[config.mk]
export PLATFORM = sky130hd
export DESIGN_NAME = des_key_schedule
export DESIGN_NICKNAME = d
export VERILOG_FILES = /design/src/rtl/des_ks_pkg.sv /design/src/rtl/des_key_rotator.sv /design/src/rtl/des_key_schedule.sv
export SDC_FILE = /design/constraint.sdc
export NUM_CORES = 1
export LEC_CHECK = 0
export BUFFER_PORTS_ARGS = -buffer_cell sky130_fd_sc_hd__clkbuf_2
export CELL_PAD_IN_SITES_DETAIL_PLACEMENT = 2
export CELL_PAD_IN_SITES_GLOBAL_PLACEMENT = 2
export CORE_MARGIN = 10
export CORE_UTILIZATION = 31
export DETAILED_ROUTE_END_ITERATION = 10
export GPL_ROUTABILITY_DRIVEN = 0
export HOLD_SLACK_MARGIN = 0.06
export PLACE_DENSITY = 0.84
export REMOVE_ABC_BUFFERS = 1
export SYNTH_ARGS = -nofsm -noshare
export SYNTH_HDL_FRONTEND = slang
export SYNTH_SLANG_ARGS = --single-unit
[constraint.sdc]
create_clock -name clk -period 4.3 [get_ports clk]
set_input_delay 0.215 -clock clk [delete_from_list [all_inputs] [get_ports clk]]
set_output_delay 0.215 -clock clk [all_outputs]
set_load 0.01 [all_outputs]
[src/rtl/des_ks_pkg.sv]
// Shared constants, types and the PC-2 selection table for the DES key schedule.
// The PC-2 helper is used by des_key_schedule only when DES_KS_PC2_EN is defined.
package des_ks_pkg;

    localparam int unsigned KS_HALF_W    = 28;
    localparam int unsigned KS_ROUNDS    = 16;
    localparam logic [15:0] KS_SHIFT_MAP = 16'h7EFC;
    localparam int unsigned CD_W         = 56;
    localparam int unsigned PC2_W        = 48;

    typedef enum logic [1:0] {
        KS_IDLE = 2'd0,
        KS_RUN  = 2'd1,
        KS_DONE = 2'd2
    } ks_state_t;

    typedef enum logic {
        ROT_LEFT  = 1'b0,
        ROT_RIGHT = 1'b1
    } rot_dir_t;

    // 1-based source bit positions into C||D, entry 0 selects the subkey MSB.
    localparam logic [5:0] PC2_TABLE [PC2_W] = '{
        6'd14, 6'd17, 6'd11, 6'd24, 6'd1,  6'd5,
        6'd3,  6'd28, 6'd15, 6'd6,  6'd21, 6'd10,
        6'd23, 6'd19, 6'd12, 6'd4,  6'd26, 6'd8,
        6'd16, 6'd7,  6'd27, 6'd20, 6'd13, 6'd2,
        6'd41, 6'd52, 6'd31, 6'd37, 6'd47, 6'd55,
        6'd30, 6'd40, 6'd51, 6'd45, 6'd33, 6'd48,
        6'd44, 6'd49, 6'd39, 6'd56, 6'd34, 6'd53,
        6'd46, 6'd42, 6'd50, 6'd36, 6'd29, 6'd32
    };

    function automatic logic [PC2_W-1:0] pc2_compress(input logic [CD_W-1:0] cd);
        logic [PC2_W-1:0] sub;
        sub = '0;
        for (int k = 0; k < int'(PC2_W); k++) begin
            sub[int'(PC2_W) - 1 - k] = cd[int'(CD_W) - int'(PC2_TABLE[k])];
        end
        return sub;
    endfunction

endpackage

[src/rtl/des_key_rotator.sv]
// Combinational rotate of one key half by 0, 1 or 2 positions in either direction.
module des_key_rotator
    import des_ks_pkg::*;
#(
    parameter int unsigned HALF_W = KS_HALF_W
) (
    input  logic [HALF_W-1:0] half,
    input  logic [1:0]        amount,
    input  rot_dir_t          direction,
    output logic [HALF_W-1:0] rotated_c
);

    always_comb begin
        rotated_c = half;
        case (amount)
            2'd1: begin
                if (direction == ROT_LEFT) begin
                    rotated_c = {half[HALF_W-2:0], half[HALF_W-1]};
                end else begin
                    rotated_c = {half[0], half[HALF_W-1:1]};
                end
            end
            2'd2: begin
                if (direction == ROT_LEFT) begin
                    rotated_c = {half[HALF_W-3:0], half[HALF_W-1:HALF_W-2]};
                end else begin
                    rotated_c = {half[1:0], half[HALF_W-1:2]};
                end
            end
            default: rotated_c = half;
        endcase
    end

endmodule

[src/rtl/des_key_schedule.sv]
// DES key-schedule sequencer: loads C0/D0 once, then emits ROUNDS rotated C/D pairs
// under valid/ready. Define DES_KS_PC2_EN to add the combinational ks_subkey output.
module des_key_schedule
    import des_ks_pkg::*;
#(
    parameter int unsigned        HALF_W    = KS_HALF_W,
    parameter int unsigned        ROUNDS    = KS_ROUNDS,
    parameter logic [ROUNDS-1:0]  SHIFT_MAP = ROUNDS'(KS_SHIFT_MAP),
    localparam int unsigned       RW        = (ROUNDS > 1) ? $clog2(ROUNDS) : 1
) (
    input  logic              clk,
    input  logic              rst,
    input  logic              ks_start,
    input  logic              ks_decrypt,
    input  logic [HALF_W-1:0] ks_left_in,
    input  logic [HALF_W-1:0] ks_right_in,
    input  logic              ks_ready,
    output logic [HALF_W-1:0] ks_left_out,
    output logic [HALF_W-1:0] ks_right_out,
    output logic [RW-1:0]     ks_round,
    output logic              ks_valid,
    output logic              ks_busy,
    output logic              ks_done
`ifdef DES_KS_PC2_EN
    ,
    output logic [47:0]       ks_subkey
`endif
);

    ks_state_t         state, state_nxt;
    rot_dir_t          mode, mode_nxt;
    logic [HALF_W-1:0] left_nxt, right_nxt;
    logic [RW-1:0]     round_nxt;
    logic              valid_nxt, busy_nxt, done_nxt;

    logic [HALF_W-1:0] rot_c_src, rot_d_src, rot_c, rot_d;
    logic [1:0]        rot_amt;
    rot_dir_t          rot_dir;
    logic [RW-1:0]     enc_idx, dec_idx;
    logic              last_round;

    function automatic logic [1:0] amt_of(input logic [RW-1:0] idx);
        return SHIFT_MAP[idx] ? 2'd2 : 2'd1;
    endfunction

    // Decrypt walks the map backwards so each decrypt step undoes one encrypt step.
    assign enc_idx    = ks_round + RW'(1);
    assign dec_idx    = RW'(ROUNDS - 1) - ks_round;
    assign last_round = (ks_round == RW'(ROUNDS - 1));

    des_key_rotator #(.HALF_W(HALF_W)) u_rot_c (
        .half      (rot_c_src),
        .amount    (rot_amt),
        .direction (rot_dir),
        .rotated_c (rot_c)
    );

    des_key_rotator #(.HALF_W(HALF_W)) u_rot_d (
        .half      (rot_d_src),
        .amount    (rot_amt),
        .direction (rot_dir),
        .rotated_c (rot_d)
    );

    always_ff @(posedge clk) begin
        if (rst) begin
            state        <= KS_IDLE;
            mode         <= ROT_LEFT;
            ks_left_out  <= '0;
            ks_right_out <= '0;
            ks_round     <= '0;
            ks_valid     <= 1'b0;
            ks_busy      <= 1'b0;
            ks_done      <= 1'b0;
        end else begin
            state        <= state_nxt;
            mode         <= mode_nxt;
            ks_left_out  <= left_nxt;
            ks_right_out <= right_nxt;
            ks_round     <= round_nxt;
            ks_valid     <= valid_nxt;
            ks_busy      <= busy_nxt;
            ks_done      <= done_nxt;
        end
    end

    // Next-state, rotator steering and registered-output updates.
    always_comb begin
        state_nxt = state;
        mode_nxt  = mode;
        left_nxt  = ks_left_out;
        right_nxt = ks_right_out;
        round_nxt = ks_round;
        valid_nxt = ks_valid;
        busy_nxt  = ks_busy;
        done_nxt  = 1'b0;
        rot_c_src = ks_left_out;
        rot_d_src = ks_right_out;
        rot_amt   = 2'd0;
        rot_dir   = mode;

        case (state)
            KS_IDLE: begin
                rot_c_src = ks_left_in;
                rot_d_src = ks_right_in;
                rot_dir   = rot_dir_t'(ks_decrypt);
                rot_amt   = ks_decrypt ? 2'd0 : amt_of(RW'(0));
                if (ks_start) begin
                    state_nxt = KS_RUN;
                    mode_nxt  = rot_dir_t'(ks_decrypt);
                    left_nxt  = rot_c;
                    right_nxt = rot_d;
                    round_nxt = '0;
                    valid_nxt = 1'b1;
                    busy_nxt  = 1'b1;
                end
            end
            KS_RUN: begin
                rot_amt = (mode == ROT_RIGHT) ? amt_of(dec_idx) : amt_of(enc_idx);
                if (ks_ready) begin
                    if (last_round) begin
                        state_nxt = KS_DONE;
                        left_nxt  = '0;
                        right_nxt = '0;
                        round_nxt = '0;
                        valid_nxt = 1'b0;
                        done_nxt  = 1'b1;
                    end else begin
                        left_nxt  = rot_c;
                        right_nxt = rot_d;
                        round_nxt = enc_idx;
                    end
                end
            end
            KS_DONE: begin
                state_nxt = KS_IDLE;
                busy_nxt  = 1'b0;
            end
            default: begin
                state_nxt = KS_IDLE;
                left_nxt  = '0;
                right_nxt = '0;
                round_nxt = '0;
                valid_nxt = 1'b0;
                busy_nxt  = 1'b0;
            end
        endcase
    end

`ifdef DES_KS_PC2_EN
    if (HALF_W != 28) begin : g_pc2_width_check
        $error("des_key_schedule: PC-2 output requires HALF_W == 28");
    end

    always_comb begin
        ks_subkey = '0;
        if (ks_valid) begin
            ks_subkey = pc2_compress(CD_W'({ks_left_out, ks_right_out}));
        end
    end
`endif

endmodule

==> flow_summary.ini <==
[logic_synthesis]
ys_warn_count = 0
ys.flop_type = dfxtp_1
synth_cell_type_count = 41
synth-seq-cells = 66
ys_top_cells_by_area = dfxtp_1, a31oi_1, mux2i_1, a32o_1, nor4b_1
synth_edf_count = 0
ys_seq_area_share_pct = 20.82
syn_inst = 909
synth.avg_cell_area_um2 = 6.980
syn-cell-area_mm2 = 0.006345
yosysTopAreaCell = dfxtp_1
synthArstFlopShare_pct = 0
synth_top_area_share_pct = 20.82

[floorplan]
fp.dieW_um = 163.1
pin_count = 124
placementRows = 52
core-area_mm2 = 0.02017
die_h_um = 163.1
dieArea_mm2 = 0.02659
initial_utilization_pct = 31.46

[timing]
final_max_slew_viol_count = 0
setup_viol = 0
period_share_pct = 82.10
rsz0062_at_grt = no
worst_pin_slew_ns = 0.8373
whs_ns = 0.2463
max_slew_margin_pct = 44.18
hold_viol_final = 0
finClkSkew_ns = 0.006405
fmax_mhz = 283.3
layout_min_cycle_time_ns = 3.530

[pwr]
powerDensity_mw_per_mm2 = 343.9
p_sw_uw = 988.8
internal_power_uw = 1532
pwr-share-seq_pct = 31.6
irDropWorstVdd_mv = 0.2087
p_leak_uw = 0.002666
clkPwrFrac_pct = 31.5
switching_share_pct = 39.23
combPwrFrac_pct = 36.9

[setup_path]
worst_path_max_delay_cell = ha_4
cpPeakStageDelay_ns = 0.70
cp-start-kind = flip-flop
crit_fanout = 58
cp_cell_sequence = inv_1 > ha_1 > and4_1 > o21ai_0 > o2111a_1 > o311a_1 > o21ba_2 > ha_4 > buf_12 > nand2_1 > a32o_1
r2r_setup_slack_ns = 0.77
crit_type = reg2reg
cp_data_required_time_ns = 4.54
end_kind = flip-flop
crit_arrival_ns = 3.77

[place]
post-place-cells = 1209
io_buffer_count = 123
hpwl_mm = 17.33

[global_route]
grt_pass1_vias = 8106
grt.overflow.total = 0
grt_antenna_before_repair = 2
grt_max_degree = 114
grt_pass1_wl_mm = 44.03
track_usage_pct = 19.79

[clock_network]
cts_root_buffer = clkbuf_16
max-clock-path-buffers = 2
htreeDepth = 3
cts_tree = built
clk-insertion-delay-late_ns = 0.34
post_cts_buffers = 0
cts.clk_slew.worst_paths_ns = 0.06
cts_inserted_buffers = 9
clock_sinks = 66
post_cts_resized = 0
postCtsHoldBufs = 0

[finish]
final_common_cell = clkbuf_2
fin_cells = 1225
drive_above_1_share_pct = 17.30
fin_nets = 1017
mostFrequentLayoutCells = clkbuf_2, nand2_1, a31oi_1, nor2_1, dfxtp_1
synthToLayoutAreaGrowth_pct = 15.52

[drt]
drt_iter0_drc = 436
antenna_left = 0
routed_via_density = 6.121
avgRoutedWirePerCell_um = 22.20
dr.pass1.iters = 5
vias = 7498
routed_wl_mm = 27.19
drc = 0

[worst_hold_path]
min_path_type = in2reg

[flow_run]
max-cap-violations = 0

[status]
outcome = finished clean
-- area by class of cell --
cell class / instances / area [µm²]
fillers: 2426 / 12840
multi-input cells: 675 / 4344
flip-flops and latches: 66 / 1333
repair buffers: 139 / 785.8
well taps: 270 / 337.8
clock buffers: 13 / 270.3
inverters: 59 / 221.5
clock inverters: 2 / 35.03
diodes: 1 / 2.502
-- path summary, 6_finish.rpt --
kind                                               start                             to  cells past startpoint
worst max-delay path            ks_round[1]$_SDFFE_PP0P_  ks_right_out[26]$_SDFFE_PP0P_                     11
worst min-delay path                                 rst          ks_valid$_SDFFE_PP0P_                      2
worst max register to register  ks_round[1]$_SDFFE_PP0P_  ks_right_out[26]$_SDFFE_PP0P_                     11
worst min register to register      ks_busy$_SDFFE_PP0P_           ks_busy$_SDFFE_PP0P_                      2
-- cell usage after synthesis (all sizes together) (2+ instances only) --
cell,count
inv,59
o21bai,2
dfxtp,66
buf,53
mux2i,58
nand4,2
nor2b,4
nor3,9
and3,7
xor2,2
a31oi,106
o31ai,2
nor4,54
ha,6
nor3b,2
nor4b,54
nor2,65
a21oi,60
a311o,7
nand2b,5
a32o,56
nand2,110
nand3,51
clkbuf,56
-- cell families (layout without fill, tap and decap cells) --
logic type | count (synthesis) | after routing | synth area share (%)
adders and majority gates | 6 | 6 | 1.183
other | 0 | 1 | 0
muxes | 58 | 58 | 9.150
buffers and inverters | 168 | 213 | 11.18
DFF | 66 | 66 | 20.82
AOI/OAI and AO/OA | 242 | 242 | 26.78
and+or+nand+nor | 366 | 366 | 30.47
xor gates and xnor gates | 3 | 3 | 0.4142
-- power by group through the flow --
stage / combinational [µW] / clock (µW) / sequential, µW
floorplan: 560 / 0 / 835
global placement: 881 / 0 / 804
detailed placement: 918 / 0 / 809
CTS: 933 / 809 / 796
global route: 1030 / 835 / 812
finish: 929 / 794 / 797
-- state kept, by name (all words and copies together), names as in the netlist --
name,count
mode,1
ks_right_out,28
ks_left_out,28
ks_done,1
ks_valid,1
ks_round,4
state,2
ks_busy,1
-- stage by stage --
step | setup TNS, ns | worst slack (ns) | area [µm²] | total power [µW] | utilization [%]
after floorplan | -185.09 | -3.171 | 5857 | 1395 | -
after global placement | 0 | 0.9620 | 7022 | 1685 | 34.81
after detailed placement | 0 | 0.7936 | 7022 | 1727 | 34.81
after CTS | 0 | 0.7650 | 7327 | 2537 | 36.33
after global routing | 0 | 0.5006 | 7330 | 2682 | 36.34
final | 0 | 0.7697 | 7330 | 2520 | 36.34
-- worst max-delay path, delay by kind of cell (launching register included) --
kind,cells,cell delay [ns]
simple gates,2,0.31
flops,1,0.50
buf+inv,2,0.43
compound gates,5,1.10
fa+ha+maj,2,1.02
-- metal layers --
metal | track usage, % | up-vias | share of wire (%)
li1 | - | 3517 | -
met1 | 24.97 | 3811 | 46
met2 | 33.48 | 139 | 49
met3 | 4.178 | 29 | 4.3
met4 | 5.082 | 2 | 1.5
met5 | 0 | - | 0.048
Note: power is estimated with default switching activity, not from simulation.
